==> config.mk <==
export PLATFORM = sky130hd
export DESIGN_NAME = stopwatch_time_counter
export DESIGN_NICKNAME = d
export VERILOG_FILES = /design/src/rtl/stopwatch_pkg.sv /design/src/rtl/stopwatch_time_counter_field.sv /design/src/rtl/stopwatch_time_counter.sv
export SDC_FILE = /design/constraint.sdc
export NUM_CORES = 1
export LEC_CHECK = 0
export ABC_AREA = 1
export BUFFER_PORTS_ARGS = -buffer_cell sky130_fd_sc_hd__buf_2
export CAP_MARGIN = 25
export CORE_ASPECT_RATIO = 0.7
export CORE_MARGIN = 1
export CORE_UTILIZATION = 52
export DETAILED_ROUTE_END_ITERATION = 7
export PLACE_DENSITY = 0.77
export SYNTH_ARGS = -nofsm -noshare
export SYNTH_HDL_FRONTEND = slang
export SYNTH_SLANG_ARGS = --single-unit
==> constraint.sdc <==
create_clock -name clk -period 1.7 [get_ports clk]
set_clock_uncertainty 0.2 [all_clocks]
set_input_delay 0.34 -clock clk [delete_from_list [all_inputs] [get_ports clk]]
set_output_delay 0.34 -clock clk [all_outputs]
set_load 0.03 [all_outputs]
==> src/rtl/stopwatch_pkg.sv <==
// stopwatch_pkg: shared mode encoding, digit width and blink-mask constants for the stopwatch counter.
package stopwatch_pkg;
  localparam int DIGIT_W = 4;
  localparam logic [3:0] BLINK_MIN = 4'b1100;
  localparam logic [3:0] BLINK_SEC = 4'b0011;
  localparam logic [3:0] BLINK_OFF = 4'b0000;
  typedef enum logic [1:0] {MODE_RUN, MODE_PAUSED, MODE_ADJUST} mode_t;
  function automatic logic [2*DIGIT_W-1:0] to_bcd(input int v);
    return {DIGIT_W'(v / 10), DIGIT_W'(v % 10)};
  endfunction
endpackage

==> src/rtl/stopwatch_time_counter_field.sv <==
// bcd_mod60_field: two-digit BCD counter that rolls from max_val (or any illegal value) to 00 on inc.
module bcd_mod60_field
  import stopwatch_pkg::*;
(
  input  logic                   clk,
  input  logic                   rst,
  input  logic                   inc,
  input  logic [2*DIGIT_W-1:0]   max_val,
  output logic [DIGIT_W-1:0]     tens,
  output logic [DIGIT_W-1:0]     ones,
  output logic                   at_max
);
  logic illegal;
  always_comb begin
    at_max  = {tens, ones} == max_val;
    illegal = ones > DIGIT_W'(9) || tens > DIGIT_W'(5) || {tens, ones} > max_val;
  end
  always_ff @(posedge clk)
    if (rst) {tens, ones} <= '0;
    else if (inc)
      {tens, ones} <= (at_max || illegal) ? '0
                    : ones == DIGIT_W'(9) ? {tens + DIGIT_W'(1), DIGIT_W'(0)}
                    : {tens, ones + DIGIT_W'(1)};
endmodule

==> src/rtl/stopwatch_time_counter.sv <==
// stopwatch_time_counter: BCD mm:ss counter with run/pause/adjust modes.
// STOPWATCH_SATURATE_EN: run-mode rollover at max holds the digits and pauses instead of wrapping.
module stopwatch_time_counter
  import stopwatch_pkg::*;
#(
  parameter int SEC_MAX       = 59,
  parameter int MIN_MAX       = 59,
  parameter bit RESET_RUNNING = 1'b1
) (
  input  logic               clk,
  input  logic               rst,
  input  logic               tick_1hz,
  input  logic               tick_2hz,
  input  logic               pause_pulse,
  input  logic               adj,
  input  logic               sel,
  output logic [DIGIT_W-1:0] min_tens,
  output logic [DIGIT_W-1:0] min_ones,
  output logic [DIGIT_W-1:0] sec_tens,
  output logic [DIGIT_W-1:0] sec_ones,
  output logic               running,
  output logic [3:0]         blink_mask,
  output logic               wrap
);
  mode_t mode;
  logic sec_at_max, min_at_max, run_tick, adj_tick, roll, sat_event, sat_q, sec_inc, min_inc;
  always_comb begin
    mode     = adj ? MODE_ADJUST : running ? MODE_RUN : MODE_PAUSED;
    run_tick = mode == MODE_RUN && tick_1hz;
    adj_tick = mode == MODE_ADJUST && tick_2hz;
    roll     = run_tick && sec_at_max && min_at_max;
    sec_inc  = (run_tick && !sat_event) || (adj_tick && sel);
    min_inc  = (run_tick && !sat_event && sec_at_max) || (adj_tick && !sel);
  end
`ifdef STOPWATCH_SATURATE_EN
  // sat_q marks "parked at max"; the first run tick after resuming rolls over silently.
  always_ff @(posedge clk)
    if (rst || adj) sat_q <= 1'b0;
    else if (sat_event) sat_q <= 1'b1;
    else if (run_tick) sat_q <= 1'b0;
  always_comb sat_event = roll && !sat_q;
`else
  always_comb sat_q = 1'b0;
  always_comb sat_event = 1'b0;
`endif
  bcd_mod60_field u_sec (
    .clk(clk), .rst(rst), .inc(sec_inc), .max_val(to_bcd(SEC_MAX)),
    .tens(sec_tens), .ones(sec_ones), .at_max(sec_at_max)
  );
  bcd_mod60_field u_min (
    .clk(clk), .rst(rst), .inc(min_inc), .max_val(to_bcd(MIN_MAX)),
    .tens(min_tens), .ones(min_ones), .at_max(min_at_max)
  );
  always_ff @(posedge clk)
    if (rst) begin
      running    <= RESET_RUNNING;
      wrap       <= 1'b0;
      blink_mask <= BLINK_OFF;
    end else begin
      running    <= sat_event ? 1'b0 : running ^ pause_pulse;
      wrap       <= roll && !sat_q;
      blink_mask <= adj ? (sel ? BLINK_SEC : BLINK_MIN) : BLINK_OFF;
    end
endmodule

==> qor.yml <==
status:
  outcome: "complete, no violations"
sta:
  worst_pin_slew_ps: 450.2
  finalCriticalPeriod_ps: 1601
  grt_setup_unrepaired: "yes"
  max_freq_mhz: 624.8
  hold_viol_final: 0
  relSlewSlack_pct: 69.96
  setup_ws_ps: 99.39
  slew_viol_final: 0
  final.setup.tns_ps: 0
  finalCritPeriodShare_pct: 94.15
  setup_viol: 0
global_routing:
  first_global_vias: 942
  track_usage_pct: 22.95
  grt_max_degree: 14
  grt_pass1_wl_mm: 4.298
  grt_overflow_total: 0
  antenna_found_initial: 0
synthesis:
  synth_fp_nets: 178
  synth.area.top_cells: "dfxtp_1, nand2_1, nor2_1"
  seq_area_frac_synth_pct: 32.75
  ys.warnings.count: 0
  ys_types: 33
  syn-mean-instance-area_um2: 7.409
  synthesis.area_um2: 1222
  ys.flop_type: "dfxtp_1"
  yosys_register_bits: 20
  syn_inst: 165
  synth_top_area_cell: "dfxtp_1"
  synthArstFlopShare_pct: 0
  synth_edf_count: 0
  synth_top_cell_area_share_pct: 32.75
placement:
  hpwl_mm: 2.067
  dp_slack_ps: 47.93
  place_area_um2: 1396
  routabilityCongestion: 0.9753
  port_buffers: 28
layout:
  drive_gt1_share_pct: 35.90
  nFillCells: 205
  final_area_um2: 1451
  utilization_pct: 66.29
  area_growth_pct: 18.73
  antenna_cells: 0
  nets: 210
pwr:
  power_mw: 0.8141
  sw_frac_of_total_pct: 27.55
  max-vdd-ir-drop_v: 0.0005083
  power_leakage_nw: 0.7433
  comb_power_share_pct: 12.0
  p_seq_share_pct: 60.1
  clkPwrFrac_pct: 27.9
  switching_power_mw: 0.2243
  powerDensity_nw_per_um2: 560.9
  p_int_mw: 0.5898
min_path:
  hp-class: "in -> reg"
floorplan:
  rows: 14
  die_x_um: 59.95
  die_h_um: 42.57
  boundaryPins: 29
  die_area_um2: 2552
  core_um2: 2190
  start_util_pct: 55.83
drt:
  viasPerCell: 4.885
  first_pass_iters: 4
  drt_iter0_markers: 89
  detail-route-antenna-nets: 0
  drcViolationCount: 0
  wl_mm: 2.654
  detail_route.wl_per_cell_um: 11.69
  vias: 1109
critical_path:
  crit_arrival_ps: 1600
  critical_path_class: "reg -> reg"
  end_kind: "register"
  startpoint_type: "register"
  cp.required_ps: 1700
  cp_max_fo: 5
clocking:
  root_buffer: "clkbuf_4"
  htree_levels: 1
  clockBufferDepth: 2
  cts_tree: "yes"
  clkSinkCount: 20
  cts_made_buffers: 3
  clk_pin_slew_ps: 110
  clk_latency_ps: 310
  cts_hold_buf: 0
flow_run:
  max_cap_violations: 0
## what timing repair did
item,CTS,global route
setup buffers,0,1
setup endpoints to repair,0,7
gates resized for setup,0,11
## worst paths after layout
| check | end | cells past startpoint | startpoint | slack, ps |
|---|---|---|---|---|
| worst max-delay path | u_sec.ones[3] | 9 | u_sec.tens[1] | 100 |
| worst min-delay path | blink_mask[2] | 2 | sel | 20 |
| worst max register to register | u_sec.ones[3] | 9 | u_sec.tens[1] | 100 |
| worst min register to register | u_sec.tens[0] | 1 | u_sec.tens[0] | 270 |
## logic make-up (layout without fill, tap and decap cells)
kind of cell	after synthesis	count (layout)	synth area share [%]
and+or+nand+nor	92	92	41.25
buffers and inverters	29	59	9.927
DFF	20	20	32.75
AOI/OAI and AO/OA	14	14	7.062
adders and majority gates	6	6	6.141
xor gates and xnor gates	4	4	2.866
## sequential cells by signal, indices dropped and copies added (netlist names)
signal,cells
u_sec.ones,4
blink_mask,2
running,1
u_min.ones,4
u_min.tens,4
u_sec.tens,4
wrap,1
## power groups by stage
stage / clock network, mW / logic, mW / registers [mW]
after floorplan: 0 / 0.0501 / 0.520
after global placement: 0 / 0.0964 / 0.500
after detailed placement: 0 / 0.0975 / 0.501
after CTS: 0.237 / 0.0978 / 0.490
after global routing: 0.255 / 0.106 / 0.491
final: 0.227 / 0.0979 / 0.489
## worst max-delay path, cell delays in order, from the launching register on
cell,delay (ps)
dfxtp_2,350
inv_1,80
ha_1,180
nand3_2,120
nor2_2,190
inv_2,60
nand3_1,80
nand2_1,90
o21ai_0,90
nor2_1,60
## layer usage
metal  vias up  share of wire (%)  GRT usage, %
met5         -                  0             0
met4         0               0.72         7.442
met3         2                6.0         6.173
met2        37                 41         31.11
met1       486                 53         34.40
li1        584                  -             -
## metrics by stage
step | instances | hold slack, ps
2_1_floorplan | 165 | 219.1
5_1_grt | 227 | 13.70
3_5_place_dp | 223 | 263.7
6_report | 227 | 20.30
4_1_cts | 226 | 11.88
3_3_place_gp | 223 | 255.9
## cell usage after synthesis, types with 2 or more instances
master and instances:
nand2_1 32, nor2_1 21, dfxtp_1 20, inv_1 19
nand3_1 14, a21oi_1 7, ha_1 6, nand2_4 4
nor3_1 4, inv_2 3, nand3_2 3, o21ai_0 3
buf_4 2, nand2_2 2, nand3_4 2, nand4_1 2
nor2_2 2, nor2_4 2, xnor2_1 2, xor2_1 2
## cell type report
class | count | area, µm² | area share, %
inverter | 25 | 97.59 | 6.724
tap | 32 | 40.04 | 2.759
clock buffer | 3 | 22.52 | 1.552
sequential | 20 | 407.9 | 28.10
timing repair buffer | 31 | 162.7 | 11.21
multi-input combinational | 116 | 720.7 | 49.66
## layout by cell type (no fill, tap or decap), types with 3 or more instances in the layout
master    instances
nand2_4           4
dfxtp_2           3
inv_1            17
nor2_2            4
dfxtp_1          16
buf_4             3
nand2_1          31
ha_1              5
nand3_2           4
nand2_2           3
a21oi_1           7
inv_2             5
clkbuf_4          3
nor3_1            3
nor2_1           19
nand3_1          13
buf_2            28
o21ai_0           3
Power figures use the tool's default switching activity.
